<file path="src/rtl/qam_demap_sequencer.sv">
// Sequencer for the 16QAM hard-decision demapper: sclk sync, latch/load/shift bursts, offset calibration, overrun flag.
// Optional macro QAM_SEQ_OVR_CNT_EN adds an 8-bit saturating dropped-symbol counter output ovr_cnt.
module qam_demap_sequencer #(
    parameter int BITS_PER_SYM = 4,
    parameter int CAL_SYMS     = 16,
    parameter int SYNC_STAGES  = 2
) (
    input  logic       dclk,
    input  logic       rst_n,
    input  logic       sclk,
    input  logic       enable,
    input  logic       calibrate,
    input  logic       ovr_clr,
    output logic       latch_offset,
    output logic       latch_reg,
    output logic       shift,
    output logic       busy,
    output logic       cal_done,
    output logic       overrun,
`ifdef QAM_SEQ_OVR_CNT_EN
    output logic [7:0] ovr_cnt,
`endif
    output logic [2:0] o_dbg_state
);

    typedef enum logic [2:0] {
        S_IDLE  = 3'd0,
        S_ARM   = 3'd1,
        S_LATCH = 3'd2,
        S_LOAD  = 3'd3,
        S_SHIFT = 3'd4,
        S_CAL   = 3'd5
    } state_t;

    state_t                 r_state;
    state_t                 w_next;
    logic [SYNC_STAGES-1:0] r_sync;
    logic                   r_sync_prev;
    logic [3:0]             r_bit_cnt;
    logic [7:0]             r_sym_cnt;
    logic                   r_pending;
    logic                   r_overrun;
    logic                   w_sym_evt;
    logic                   w_last_bit;
    logic                   w_cal_hit;
    logic                   w_in_sym;
    logic                   w_drop;

    assign w_sym_evt  = r_sync[SYNC_STAGES-1] & ~r_sync_prev;
    assign w_last_bit = (r_bit_cnt == 4'(BITS_PER_SYM - 1));
    assign w_cal_hit  = (r_state == S_CAL) && enable && w_sym_evt &&
                        (r_sym_cnt == 8'(CAL_SYMS - 1));
    assign w_in_sym   = (r_state == S_LATCH) || (r_state == S_LOAD) || (r_state == S_SHIFT);
    // A second event while one is already waiting has nowhere to go.
    assign w_drop     = w_sym_evt && r_pending && w_in_sym;

    always_ff @(posedge dclk or negedge rst_n) begin
        if (!rst_n) begin
            r_state <= S_IDLE;
        end else begin
            r_state <= w_next;
        end
    end

    always_comb begin
        w_next = r_state;
        case (r_state)
            S_IDLE:  if (enable) w_next = S_ARM;
            S_ARM: begin
                if (!enable)                       w_next = S_IDLE;
                else if (calibrate)                w_next = S_CAL;
                else if (w_sym_evt || r_pending)   w_next = S_LATCH;
            end
            S_LATCH: w_next = S_LOAD;
            S_LOAD:  w_next = S_SHIFT;
            S_SHIFT: begin
                if (w_last_bit) begin
                    if (!enable)                   w_next = S_IDLE;
                    else if (calibrate)            w_next = S_CAL;
                    else if (w_sym_evt || r_pending) w_next = S_LATCH;
                    else                           w_next = S_ARM;
                end
            end
            S_CAL: begin
                if (!enable)                       w_next = S_IDLE;
                else if (w_cal_hit)                w_next = S_ARM;
            end
            default: w_next = S_IDLE;
        endcase
    end

    always_comb begin
        latch_reg    = (r_state == S_LATCH);
        shift        = (r_state == S_SHIFT);
        busy         = w_in_sym || (r_state == S_CAL);
        latch_offset = w_cal_hit;
        cal_done     = w_cal_hit;
        overrun      = r_overrun;
        o_dbg_state  = r_state;
    end

    always_ff @(posedge dclk or negedge rst_n) begin
        if (!rst_n) begin
            r_sync      <= '0;
            r_sync_prev <= 1'b0;
            r_bit_cnt   <= '0;
            r_sym_cnt   <= '0;
            r_pending   <= 1'b0;
            r_overrun   <= 1'b0;
        end else begin
            r_sync      <= {r_sync[SYNC_STAGES-2:0], sclk};
            r_sync_prev <= r_sync[SYNC_STAGES-1];
            r_bit_cnt   <= (r_state == S_SHIFT) ? r_bit_cnt + 4'd1 : 4'd0;
            if ((r_state == S_CAL) && (w_next == S_CAL)) begin
                if (w_sym_evt) r_sym_cnt <= r_sym_cnt + 8'd1;
            end else begin
                r_sym_cnt <= '0;
            end
            // Entering LATCH consumes the waiting event; entering IDLE/CAL discards it.
            if ((w_next == S_IDLE) || (w_next == S_CAL) || (w_next == S_LATCH)) begin
                r_pending <= 1'b0;
            end else if (w_sym_evt && w_in_sym) begin
                r_pending <= 1'b1;
            end
            if (w_drop)       r_overrun <= 1'b1;
            else if (ovr_clr) r_overrun <= 1'b0;
        end
    end

`ifdef QAM_SEQ_OVR_CNT_EN
    logic [7:0] r_ovr_cnt;
    always_ff @(posedge dclk or negedge rst_n) begin
        if (!rst_n) begin
            r_ovr_cnt <= '0;
        end else if (ovr_clr) begin
            r_ovr_cnt <= w_drop ? 8'd1 : 8'd0;
        end else if (w_drop && (r_ovr_cnt != 8'hFF)) begin
            r_ovr_cnt <= r_ovr_cnt + 8'd1;
        end
    end
    assign ovr_cnt = r_ovr_cnt;
`endif

endmodule
</file>
<file path="config.mk">
export PLATFORM = sky130hd
export DESIGN_NAME = qam_demap_sequencer
export DESIGN_NICKNAME = d
export VERILOG_FILES = /design/src/rtl/qam_demap_sequencer.sv
export SDC_FILE = /design/constraint.sdc
export NUM_CORES = 1
export LEC_CHECK = 0
export BUFFER_PORTS_ARGS = -buffer_cell sky130_fd_sc_hd__buf_4
export CAP_MARGIN = 20
export CORE_MARGIN = 2
export CORE_UTILIZATION = 58
export DETAILED_ROUTE_END_ITERATION = 10
export HOLD_SLACK_MARGIN = 0.05
export PLACE_DENSITY = 0.87
export SKIP_CTS_REPAIR_TIMING = 1
export SLEW_MARGIN = 20
export SYNTH_ARGS = -nofsm -noshare
export SYNTH_HDL_FRONTEND = slang
export SYNTH_SLANG_ARGS = --single-unit
</file>
<file path="constraint.sdc">
create_clock -name dclk -period 3 [get_ports dclk]
set_input_delay 0.45 -clock dclk [delete_from_list [all_inputs] [get_ports dclk]]
set_output_delay 0.45 -clock dclk [all_outputs]
set_load 0.02 [all_outputs]
</file>
# Yosys cells after proc, flatten, opt, wreduce, memory -nomap -nowiden
# Cells that the tools add are included.
totals:
  register_bits: 20
  input_bits: 6
  output_inout_bits: 9
  word_cells: 56
op_classes:
  add_sub_neg: 2
  n_eq_ne: 10
  n_mux: 18
  bitwise_logic: 2
  reduce_logical: 17
op_table:
  columns: ["op", "n"]
  rows:
  - ["$mux 3", 9]
  - ["$pmux 3 s6", 1]
  - ["$mux 8", 2]
  - ["$eq 3x2->1 const B", 3]
  - ["$eq 3x3->1 const B", 3]
  - ["$add 8x1->8 const B", 1]
  - ["$eq 8x4->1 const B", 1]
  - ["$logic_and 1x1->1", 7]
  - ["$logic_not 3->1", 2]
  - ["$logic_or 1x1->1", 6]
  - ["$add 4x1->4 const B", 1]
  - ["$eq 4x2->1 const B", 1]
  - ["$mux 1", 4]
  - ["$mux 4", 1]
  - ["$reduce_bool 2->1", 2]
  - ["$eq 3x1->1 const B", 1]
  - ["$mux 2", 1]
  - ["$ne 2x2->1 const B", 1]
  - ["$and 1x1->1", 1]
  - ["$not 1->1", 1]

# Logic depth before layout (Yosys ltp)
depth:
  depth_word: 12
  depth_mapped: 6

# Worst setup path before layout
# No wires, ideal clock.
synth_path:
  path_type: "register to output"
  startpoint: "reg r_state[1], in the netlist o_dbg_state[1]"
  endpoint: "out latch_offset"
  arrival_time_ps: 1426
  path_slack_ps: 1124
  path_stages_with_launch: 5
  cell_sequence: "dfrtp_1 and2b_1 nand3_2 nor2_1 buf_4"
synth_via:
  elab_chain_cells: 4
synth_rtl:
  columns: ["item", "line_no", "rtl"]
  rows:
  - ["start, declared", "35", "state_t r_state;"]
  - ["start signal, assigned", "61", "r_state <= w_next;"]
  - ["$eq 3x3->1", "51", "assign w_cal_hit = (r_state == S_CAL) && enable && w_sym_evt &&"]
  - ["$logic_and 1x1->1 (3 in a row)", "51", null]
  - ["end, declared", "14", "output logic latch_offset,"]
# Every way passes these cells.

# Worst setup path after layout
layout_path:
  startpoint: "reg r_sym_cnt[4]"
  endpoint: "out cal_done"
layout_via:
  elab_chain_cells: 2
layout_rtl:
  columns: ["item", "line_no", "rtl"]
  rows:
  - ["start, declared", "40", "logic [7:0] r_sym_cnt;"]
  - ["start signal, assigned", "115", "if (w_sym_evt) r_sym_cnt <= r_sym_cnt + 8'd1;"]
  - ["$eq 8x4->1", "52", "(r_sym_cnt == 8'(CAL_SYMS - 1));"]
  - ["$logic_and 1x1->1", "51", null]
  - ["end, declared", "18", "output logic cal_done,"]
# Every way passes these cells.

==> impl_metrics.csv <==
group,metric,value,unit
run_status,status,"finished, final reports clean",
clocking,cts_buffers,3,
critical_path,critPathKind,"reg -> out",
synthesis,synth_cells,101,
floorplanning,fp.dieArea,2060,um^2
sta,fin_setup_tns,0,ns
clocking,clockBufferDepth,2,
route,drt_iter0_markers,33,
critical_path,crit_required,2.55,ns
min_path,hp-class,"in -> reg",
sta,relSlewSlack,76.8,%
synthesis,ys_types,31,
sta,hold_viol_final,0,
route,wirelength_met1,834,um
clocking,clkSinkCount,20,
floorplanning,fp.dieW,45.4,um
sta,period_share,66.9,%
pwr,p_leak,0.526,nW
synthesis,synth_top_cells_by_count,"20 x dfrtp_1, 14 x nor2_1, 11 x nand2_1",
clocking,clkTransAtPathRegs,0.11,ns
synthesis,yosysMostFrequentCell,"dfrtp_1",
sta,rsz0062_at_grt,"no",
clocking,cts-root-buf,"clkbuf_4",
route,wl_per_cell,13.7,um
route,drcViolationCount,0,
floorplanning,core_area,1560,um^2
synthesis,synth_edf_count,0,
critical_path,cp_slowest_cell,"dfrtp_1",
clocking,cts_tree,"built",
floorplanning,fp.dieH,45.4,um
placement,gp_congestion,0.805,
synthesis,async_reset_ff_share,100,%
route,antenna_left,0,
route,routed.top_layer,"met4",
floorplanning,initial_core_util,63.6,%
finish,area_growth,15.8,%
critical_path,cp.arrival,1.56,ns
clocking,htreeDepth,1,
critical_path,cp-start-kind,"register",
synthesis,synth_flop_cell,"dfrtp_1",
synthesis,syn_area,992,um^2
placement,dp.cells,129,
synthesis,synthesis.nets,109,
sta,tightest_slew,0.345,ns
critical_path,cp_max_fo,4,
grt,grt_pass1_vias,751,
synthesis,syn_area_per_cell,9.82,um^2
route,met3WireLength,63,um
route,routed_wl,1840,um
synthesis,synthTopCellsByArea,"dfrtp_1 50%, nor2_1 5.3%, xor2_1 4.4%, nand2_1 4.2%, nand2b_1 3.8%",
critical_path,cp-end-kind,"output pin",
placement,post_dp_cell_area,1100,um^2
sta,setup_viol_count_final,0,
grt,grt_pass1_wl,3250,um
grt,grt_overflow,0,
synthesis,ys_ff_latch,20,
synthesis,synth_top_cell_area_share,50.4,%
synthesis,yosysSeqAreaShare,50.4,%
finish,layout-drive-gt1-share,21.2,%
grt,track_usage,22.5,%
route,dr.pass1.iters,4,
finish,stdcell_area,1150,um^2
pwr,pwr_density_cell,617,nW/um^2
pwr,vdd_ir_drop_max,0.427,mV
sta,finalMaxSlewViolations,0,
grt,grt_max_degree,21,
sta,clock_skew,0.00196,ns
finish,final_cells,134,
finish,antennaDiodeCount,0,
critical_path,crit_chain,"nor4_1, nand4_1, nor2_1, buf_4",
grt,antenna_found_initial,0,
floorplanning,ios,15,
placement,dpl.hpwl,1370,um
route,met2_length,885,um
finish,nNetsFinal,127,
synthesis,yosysTopAreaCell,"dfrtp_1",
floorplanning,fp-row-count,14,
placement,io_buffers,14,
job,max_cap_viol_count,0,
clocking,clkLatencyLatePin,0.30,ns
route,vias,783,
pwr,p_total,0.000708,W
sta,max_clock_freq,498,MHz
route,viasPerCell,5.84,
critical_path,cpPeakStageDelay,0.44,ns
synthesis,yosys_warnings,0,
sta,fin_crit,2.01,ns
[final timing paths]
check	from	endpoint	slack [ns]	depth (start not counted)
max in group asynchronous	rst_n	overrun$_DFFE_PN0P_	2.26	2
min in group asynchronous	rst_n	r_sym_cnt[0]$_DFFE_PN0P_	0.55	2
worst min register to register	r_sync[0]$_DFF_PN0_	r_sync[1]$_DFF_PN0_	0.36	0
worst min-delay path	sclk	r_sync[0]$_DFF_PN0_	0.24	1
worst max register to register	r_bit_cnt[0]$_DFF_PN0_	r_pending$_DFFE_PN0P_	1.39	6
worst max-delay path	r_sym_cnt[4]$_DFFE_PN0P_	cal_done	0.99	4
[state kept, by name, indices dropped and copies added, names as in the netlist]
signal and count:
o_dbg_state 3, r_bit_cnt 4, r_sync_prev 1, r_sync 2, r_sym_cnt 8, r_pending 1
overrun 1
[placed cells by master, fill, tap and decap left out, drive strengths merged, types with 2 or more instances in the layout]
| master | n |
|---|---|
| nand2b | 6 |
| a21oi | 6 |
| xnor2 | 3 |
| buf | 14 |
| xor2 | 5 |
| inv | 5 |
| o21ai | 4 |
| and2b | 2 |
| or3 | 2 |
| and2 | 2 |
| nand2 | 11 |
| ha | 2 |
| nor2 | 14 |
| nor4 | 2 |
| clkbuf | 4 |
| dfrtp | 20 |
| nand3 | 4 |
[final cells by class]
type | count | area [um^2]
clock buffer | 4 | 36.3
fill | 104 | 410
inverter | 5 | 18.8
multi-input combinational | 74 | 458
sequential | 20 | 500
tap | 16 | 20.0
timing repair buffer | 15 | 115
[worst max-delay path: cells and delay by family, from the launching register on]
| family | cells | cell delay [ns] |
|---|---|---|
| AND/OR/NAND/NOR | 3 | 0.64 |
| flip-flops | 1 | 0.44 |
| buffers and inverters | 1 | 0.17 |
[through the flow]
step	utilization, %	hold WS [ns]	setup WS (ns)
5_1_grt	73.7	0.229	0.925
4_1_cts	73.0	0.00364	1.01
3_5_place_dp	70.7	0.340	1.39
2_1_floorplan	-	0.154	1.12
6_report	73.7	0.242	0.992
3_3_place_gp	70.7	0.338	1.41
[cells by family (layout without fill, tap and decap cells)]
family	Yosys count	after routing	share of synthesized area [%]
buffers and inverters	7	24	3.40
AO/OA/AOI/OAI	15	15	9.46
XOR/XNOR	8	8	7.06
adder cells (fa/ha/maj)	2	2	2.52
AND/OR/NAND/NOR	49	49	27.1
flip-flops	20	20	50.4
[power breakdown]
part,switching (W),internal [W],total [W]
Combinational,0.000117,0.0000963,0.000213
Clock,0.0000835,0.0000741,0.000158
Sequential,0.0000419,0.000295,0.000337
Total,0.000242,0.000466,0.000708
[routing by layer]
| layer | vias up | global-route usage [%] |
|---|---|---|
| li1 | 376 | - |
| met1 | 374 | 28.9 |
| met2 | 26 | 36.6 |
| met3 | 7 | 3.60 |
| met4 | 0 | 11.2 |
| met5 | - | 0 |
Note: power is estimated with default switching activity, not from simulation.
